<file path="src/rtl/cpu_mem_pkg.sv">
// Shared definitions for the CPU memory-port sharing logic.
//   - arb_state_e : arbiter sequencing states
//   - REQ_IF/REQ_D: requester identifiers (fetch = 0, data = 1)
//   - DEF_ADDR_W/DEF_DATA_W: default bus widths
package cpu_mem_pkg;

  localparam int DEF_ADDR_W = 16;
  localparam int DEF_DATA_W = 16;

  typedef enum logic [1:0] {
    ST_IDLE   = 2'd0,
    ST_ACCESS = 2'd1,
    ST_DONE   = 2'd2,
    ST_ERR    = 2'd3
  } arb_state_e;

  localparam logic REQ_IF = 1'b0;
  localparam logic REQ_D  = 1'b1;

endpackage

</file>
<file path="src/rtl/rr_arb2.sv">
// Two-way round-robin arbiter (purely combinational).
// Ports:
//   en_i   : arbitration enabled; grant is all-zero when low
//   req_i  : requests, bit 0 = fetch (REQ_IF), bit 1 = data (REQ_D)
//   last_i : requester served most recently
//   gnt_o  : one-hot grant, same bit order as req_i
module rr_arb2
  import cpu_mem_pkg::*;
(
  input  logic       en_i,
  input  logic [1:0] req_i,
  input  logic       last_i,
  output logic [1:0] gnt_o
);

  always_comb begin
    gnt_o = 2'b00;
    if (en_i) begin
      case (req_i)
        2'b01:   gnt_o = 2'b01;
        2'b10:   gnt_o = 2'b10;
        // Tie: the requester that was not served last goes first.
        2'b11:   gnt_o = (last_i == REQ_D) ? 2'b01 : 2'b10;
        default: gnt_o = 2'b00;
      endcase
    end
  end

endmodule

</file>
<file path="src/rtl/mem_port_arbiter.sv">
// Shares the single memory port between instruction fetch and data access.
// Ports:
//   clk, rst_n                      : clock, asynchronous active-low reset
//   if_req/if_addr                  : fetch request (level) and address
//   if_gnt/if_done/if_rdata         : fetch in progress, completion pulse, data
//   d_req/d_we/d_addr/d_wdata       : data request, store flag, address, data
//   d_gnt/d_done/d_rdata            : data in progress, completion pulse, data
//   mem_addr/mem_wdata              : memory address and write data
//   mem_read/mem_write              : memory strobes (held during ACCESS)
//   mem_rdata/mem_ready             : memory read data and completion
//   timeout_err                     : marks the current done pulse as aborted
module mem_port_arbiter
  import cpu_mem_pkg::*;
#(
  parameter int ADDR_W  = DEF_ADDR_W,
  parameter int DATA_W  = DEF_DATA_W,
  parameter int TIMEOUT = 64
) (
  input  logic              clk,
  input  logic              rst_n,
  input  logic              if_req,
  input  logic [ADDR_W-1:0] if_addr,
  output logic              if_gnt,
  output logic              if_done,
  output logic [DATA_W-1:0] if_rdata,
  input  logic              d_req,
  input  logic              d_we,
  input  logic [ADDR_W-1:0] d_addr,
  input  logic [DATA_W-1:0] d_wdata,
  output logic              d_gnt,
  output logic              d_done,
  output logic [DATA_W-1:0] d_rdata,
  output logic [ADDR_W-1:0] mem_addr,
  output logic [DATA_W-1:0] mem_wdata,
  output logic              mem_read,
  output logic              mem_write,
  input  logic [DATA_W-1:0] mem_rdata,
  input  logic              mem_ready,
  output logic              timeout_err
);

  localparam int CNT_W = (TIMEOUT > 1) ? $clog2(TIMEOUT) : 1;
  localparam logic [CNT_W-1:0] CNT_LAST = CNT_W'(TIMEOUT - 1);

  arb_state_e        state_q, state_d;
  logic              last_q, last_d;
  logic              winner_q, winner_d;
  logic              we_q, we_d;
  logic [ADDR_W-1:0] addr_q, addr_d;
  logic [DATA_W-1:0] wdata_q, wdata_d;
  logic [CNT_W-1:0]  wait_cnt_q, wait_cnt_d;
  logic [DATA_W-1:0] if_rdata_q, if_rdata_d;
  logic [DATA_W-1:0] d_rdata_q, d_rdata_d;
  logic [1:0]        gnt;

  // Arbitration only looks at requests while idle; requests at any other
  // time (including a drop mid-access) have no effect.
  rr_arb2 u_arb (
    .en_i  (state_q == ST_IDLE),
    .req_i ({d_req, if_req}),
    .last_i(last_q),
    .gnt_o (gnt)
  );

  always_ff @(posedge clk or negedge rst_n) begin
    if (!rst_n) begin
      state_q    <= ST_IDLE;
      last_q     <= REQ_D;   // makes fetch win the first tie
      winner_q   <= REQ_IF;
      we_q       <= 1'b0;
      addr_q     <= '0;
      wdata_q    <= '0;
      wait_cnt_q <= '0;
      if_rdata_q <= '0;
      d_rdata_q  <= '0;
    end else begin
      state_q    <= state_d;
      last_q     <= last_d;
      winner_q   <= winner_d;
      we_q       <= we_d;
      addr_q     <= addr_d;
      wdata_q    <= wdata_d;
      wait_cnt_q <= wait_cnt_d;
      if_rdata_q <= if_rdata_d;
      d_rdata_q  <= d_rdata_d;
    end
  end

  always_comb begin
    state_d    = state_q;
    last_d     = last_q;
    winner_d   = winner_q;
    we_d       = we_q;
    addr_d     = addr_q;
    wdata_d    = wdata_q;
    wait_cnt_d = wait_cnt_q;
    if_rdata_d = if_rdata_q;
    d_rdata_d  = d_rdata_q;

    case (state_q)
      ST_IDLE: begin
        if (gnt[0]) begin
          winner_d   = REQ_IF;
          last_d     = REQ_IF;
          addr_d     = if_addr;
          wdata_d    = '0;
          we_d       = 1'b0;
          wait_cnt_d = '0;
          state_d    = ST_ACCESS;
        end else if (gnt[1]) begin
          winner_d   = REQ_D;
          last_d     = REQ_D;
          addr_d     = d_addr;
          wdata_d    = d_wdata;
          we_d       = d_we;
          wait_cnt_d = '0;
          state_d    = ST_ACCESS;
        end
      end

      ST_ACCESS: begin
        if (mem_ready) begin
          // Read data is captured here so it is already valid during DONE.
          if (!we_q) begin
            if (winner_q == REQ_IF) if_rdata_d = mem_rdata;
            else                    d_rdata_d  = mem_rdata;
          end
          state_d = ST_DONE;
        end else if (wait_cnt_q == CNT_LAST) begin
          // Aborted access reports zero data alongside timeout_err.
          if (winner_q == REQ_IF) if_rdata_d = '0;
          else                    d_rdata_d  = '0;
          state_d = ST_ERR;
        end else begin
          wait_cnt_d = wait_cnt_q + CNT_W'(1);
        end
      end

      ST_DONE: state_d = ST_IDLE;
      ST_ERR:  state_d = ST_IDLE;
      default: state_d = ST_IDLE;
    endcase
  end

  // Outputs decode only from registered state, so no input reaches an
  // output combinationally.
  logic in_access, in_finish;
  assign in_access = (state_q == ST_ACCESS);
  assign in_finish = (state_q == ST_DONE) || (state_q == ST_ERR);

  assign if_gnt      = in_access && (winner_q == REQ_IF);
  assign d_gnt       = in_access && (winner_q == REQ_D);
  assign if_done     = in_finish && (winner_q == REQ_IF);
  assign d_done      = in_finish && (winner_q == REQ_D);
  assign timeout_err = (state_q == ST_ERR);
  assign if_rdata    = if_rdata_q;
  assign d_rdata     = d_rdata_q;
  assign mem_addr    = addr_q;
  assign mem_wdata   = wdata_q;
  assign mem_read    = in_access && !we_q;
  assign mem_write   = in_access && we_q;

endmodule
</file>
<file path="config.mk">
export PLATFORM = sky130hd
export DESIGN_NAME = mem_port_arbiter
export DESIGN_NICKNAME = d
export VERILOG_FILES = /design/src/rtl/cpu_mem_pkg.sv /design/src/rtl/rr_arb2.sv /design/src/rtl/mem_port_arbiter.sv
export SDC_FILE = /design/constraint.sdc
export NUM_CORES = 1
export LEC_CHECK = 0
export ABC_AREA = 1
export CAP_MARGIN = 5
export CORE_MARGIN = 3
export CORE_UTILIZATION = 40
export DETAILED_ROUTE_END_ITERATION = 10
export GPL_ROUTABILITY_DRIVEN = 1
export PLACE_DENSITY = 0.82
export SLEW_MARGIN = 20
export SYNTH_ARGS = -nofsm -noshare
export SYNTH_HDL_FRONTEND = slang
export SYNTH_SLANG_ARGS = --single-unit
</file>
<file path="constraint.sdc">
create_clock -name clk -period 4.4 [get_ports clk]
set_clock_uncertainty 0.15 [all_clocks]
set_input_delay 0.44 -clock clk [delete_from_list [all_inputs] [get_ports clk]]
set_output_delay 0.44 -clock clk [all_outputs]
set_load 0.03 [all_outputs]
</file>
==> results_dict.tcl <==
set metrics [dict create \
    clock_path_buffers 2 \
    yosys.area_share.adder_pct 0.393 \
    routed_wl_um 9430 \
    layout-drive-gt1-share_pct 6.28 \
    numCtsBuffers 9 \
    netlist_area_sq_mm 0.00318 \
    stdcell_count 593 \
    synthTopCellsByArea "dfrtp_1, nand2_1, o21ai_1, a21oi_1, nand3_1" \
    powerDensity_mw_per_mm2 745 \
    cp_slowest_cell "clkdlybuf4s50_1" \
    rr_startpoint "state_q[0]" \
    drc 0 \
    setup-tns-final_ns 0 \
    drt_pass1_iterations 4 \
    tightest_slew_ns 0.937 \
    final_nets 560 \
    synthFlopType "dfrtp_1" \
    synth_fp_nets 429 \
    synth_cell_types 23 \
    p_int_uw 1950 \
    p_leak_uw 0.00208 \
    first_global_vias 3005 \
    synthXorXnorAreaFrac_pct 0 \
    grt_max_degree 76 \
    sequentialPowerShare_pct 32.0 \
    synth.top_cell.area_share_pct 58.2 \
    synthArstFlopShare_pct 100 \
    wire_per_inst_um 15.9 \
    cts_max_level 3 \
    reg2reg_depth 4 \
    fmax_mhz 392 \
    yosysSeqAreaShare_pct 59.0 \
    critPathArrivalTime_ns 2.66 \
    p_sw_uw 1640 \
    cts_tree "done" \
    area_delta_synth_final_pct 51.4 \
    cts_resized 0 \
    rsz0062_at_grt "false" \
    required_ns 4.51 \
    synth.ff_latch_count 75 \
    row_count 31 \
    clkPwrFrac_pct 14.4 \
    drtIter0Drc 194 \
    r2r_setup_slack_ns 1.88 \
    dieHeight_um 95.2 \
    cts_root_buf "clkbuf_8" \
    ios 141 \
    place_congestion 0.792 \
    power_switching_share_pct 45.6 \
    ys_warn_count 0 \
    clk_latency_ns 0.34 \
    grt-ovfl-total 0 \
    viasPerCell 5.11 \
    ir_drop_mv 0.298 \
    worstPathMaxFanout 19 \
    final.period_utilization_pct 57.9 \
    status "finished, final reports clean" \
    worstSetupPathType "in2reg" \
    setup_violations 0 \
    fp.dieArea_sq_mm 0.00906 \
    relSlewSlack_pct 37.5 \
    dp_cells 577 \
    synth_mux_area_share_pct 0 \
    worstSetupStartpointType "primary input" \
    grt_util_all_layers_pct 21.5 \
    hold_path.class "in2async" \
    clkSlewWorstSetupHoldPaths_ns 0.08 \
    coreArea_sq_mm 0.00749 \
    min_period_ns 2.55 \
    p_comb_share_pct 53.7 \
    critPathMaxStageDelay_ns 0.81 \
    synth_top_family_by_area "simple AND/OR/NAND/NOR gates" \
    fill_cells 624 \
    fin_area_sq_mm 0.00482 \
    antenna_found_initial 0 \
    hold_viol_final 0 \
    endpoint_kind "flip-flop" \
    syn_avg_cell_area_sq_um 8.89 \
    r2r_end "mem_addr[3]" \
    final_max_slew_viol_count 0 \
    ctsHoldBuffers 0 \
    dieWidth_um 95.2 \
    num_vias 3030 \
    grt_pass1_wl_um 15000 \
    multiInputGateArea_sq_mm 0.00117 \
    path_cells "clkdlybuf4s50_1, o21ai_2, o21ai_2, nand2_1, nand2_1, o21ai_1" \
    io_buffers 140 \
    post_cts_buffers 0 \
    synth_edf_count 0 \
    syn_inst 358 \
    synth_compound_gate_area_share_pct 13.3 \
    yosys.area.top_type "dfrtp_1" \
    diodes 0 \
    clock_sinks 75 \
    synth-simple-area-share_pct 22.9 \
    ff_latch_area_sq_mm 0.00188 \
    start_util_pct 42.5 \
    ant_nets 0 \
    max-cap-violations 0 \
    hpwl_um 6820 \
    placedInstanceArea_sq_mm 0.00461 \
]
[power by group through the flow]
stage	logic [uW]	clock network, uW	registers, uW
floorplan	653	0	1630
global placement	1890	0	1150
detailed placement	1940	0	1160
CTS	1940	525	1150
global route	2070	564	1180
finish	1930	515	1150
[cells in the mapped netlist (2+ instances only)]
library cell and n:
nand2_1 102, dfrtp_1 74, o21ai_1 38, a21oi_1 33, nand3_1 25, nor2_1 21
nand4_1 17, buf_2 13, inv_1 9, clkbuf_1 7, o21ai_0 3, inv_2 2
nor2_2 2, o21ai_2 2, o21bai_1 2
[final cells by class]
class | instances | area share, %
clock buffers | 9 | 2.57
repair buffers | 141 | 29.2
clock inverters | 7 | 1.43
inverters | 11 | 0.857
multi-input cells | 251 | 24.4
flip-flops and latches | 75 | 39.0
well taps | 99 | 2.57
[placed cells by master, fill, tap and decap left out, drive strengths merged, types with 2 or more instances in the layout]
cell type and count:
clkinvlp 2, a21oi 33, dfrtp 74, o21bai 2, nor2 24, nand2 103
nand3 25, clkbuf 9, clkdlybuf4s50 139, inv 11, o21ai 43, clkinv 4
nand4 17, buf 2
[worst max-delay path by stage]
stage	startpoint	to	depth (start not counted)
after floorplan	state_q[1]	d_rdata[11]	7
after global placement	mem_ready	d_rdata[13]	4
after detailed placement	mem_ready	d_rdata[2]	4
after CTS	mem_ready	d_rdata[2]	4
after global routing	state_q[0]	mem_addr[15]	4
final	if_req	wait_cnt_q[3]	6
[flip-flops by register name, summed over array words and instances (netlist names)]
signal	cells
winner_q	1
d_rdata	16
state_q	2
mem_wdata	16
last_q	1
wait_cnt_q	6
if_rdata	16
we_q	1
mem_addr	16
[metal layers]
| layer | track usage, % | wire, um | up-vias |
|---|---|---|---|
| met3 | 4.97 | 413 | 25 |
| met2 | 36.0 | 4880 | 94 |
| met1 | 26.4 | 3820 | 1445 |
| met5 | 0 | 0 | - |
| met4 | 9.38 | 314 | 0 |
| li1 | - | - | 1466 |
[worst max-delay path: cells and delay by family]
family	cells	cell delay [ns]
buf+inv	1	0.81
simple gates	2	0.44
compound gates	3	0.97
[cell families after synthesis]
| family | count (synthesis) |
|---|---|
| compound gates | 80 |
| simple gates | 170 |
| fa+ha+maj | 1 |
| buf+inv | 32 |
| flops | 75 |
[stage by stage]
| step | hold WS [ns] | utilization [%] | total power, uW | worst slack [ns] |
|---|---|---|---|---|
| 3_3_place_gp | 0.313 | 61.6 | 3040 | 1.39 |
| 2_1_floorplan | -0.00559 | - | 2280 | 2.74 |
| 6_report | 0.0856 | 64.3 | 3590 | 1.85 |
| 3_5_place_dp | 0.317 | 61.6 | 3090 | 1.19 |
| 5_1_grt | 0.152 | 64.3 | 3810 | 1.66 |
| 4_1_cts | 0.126 | 64.2 | 3610 | 1.57 |
(Power assumes the default switching activity.)
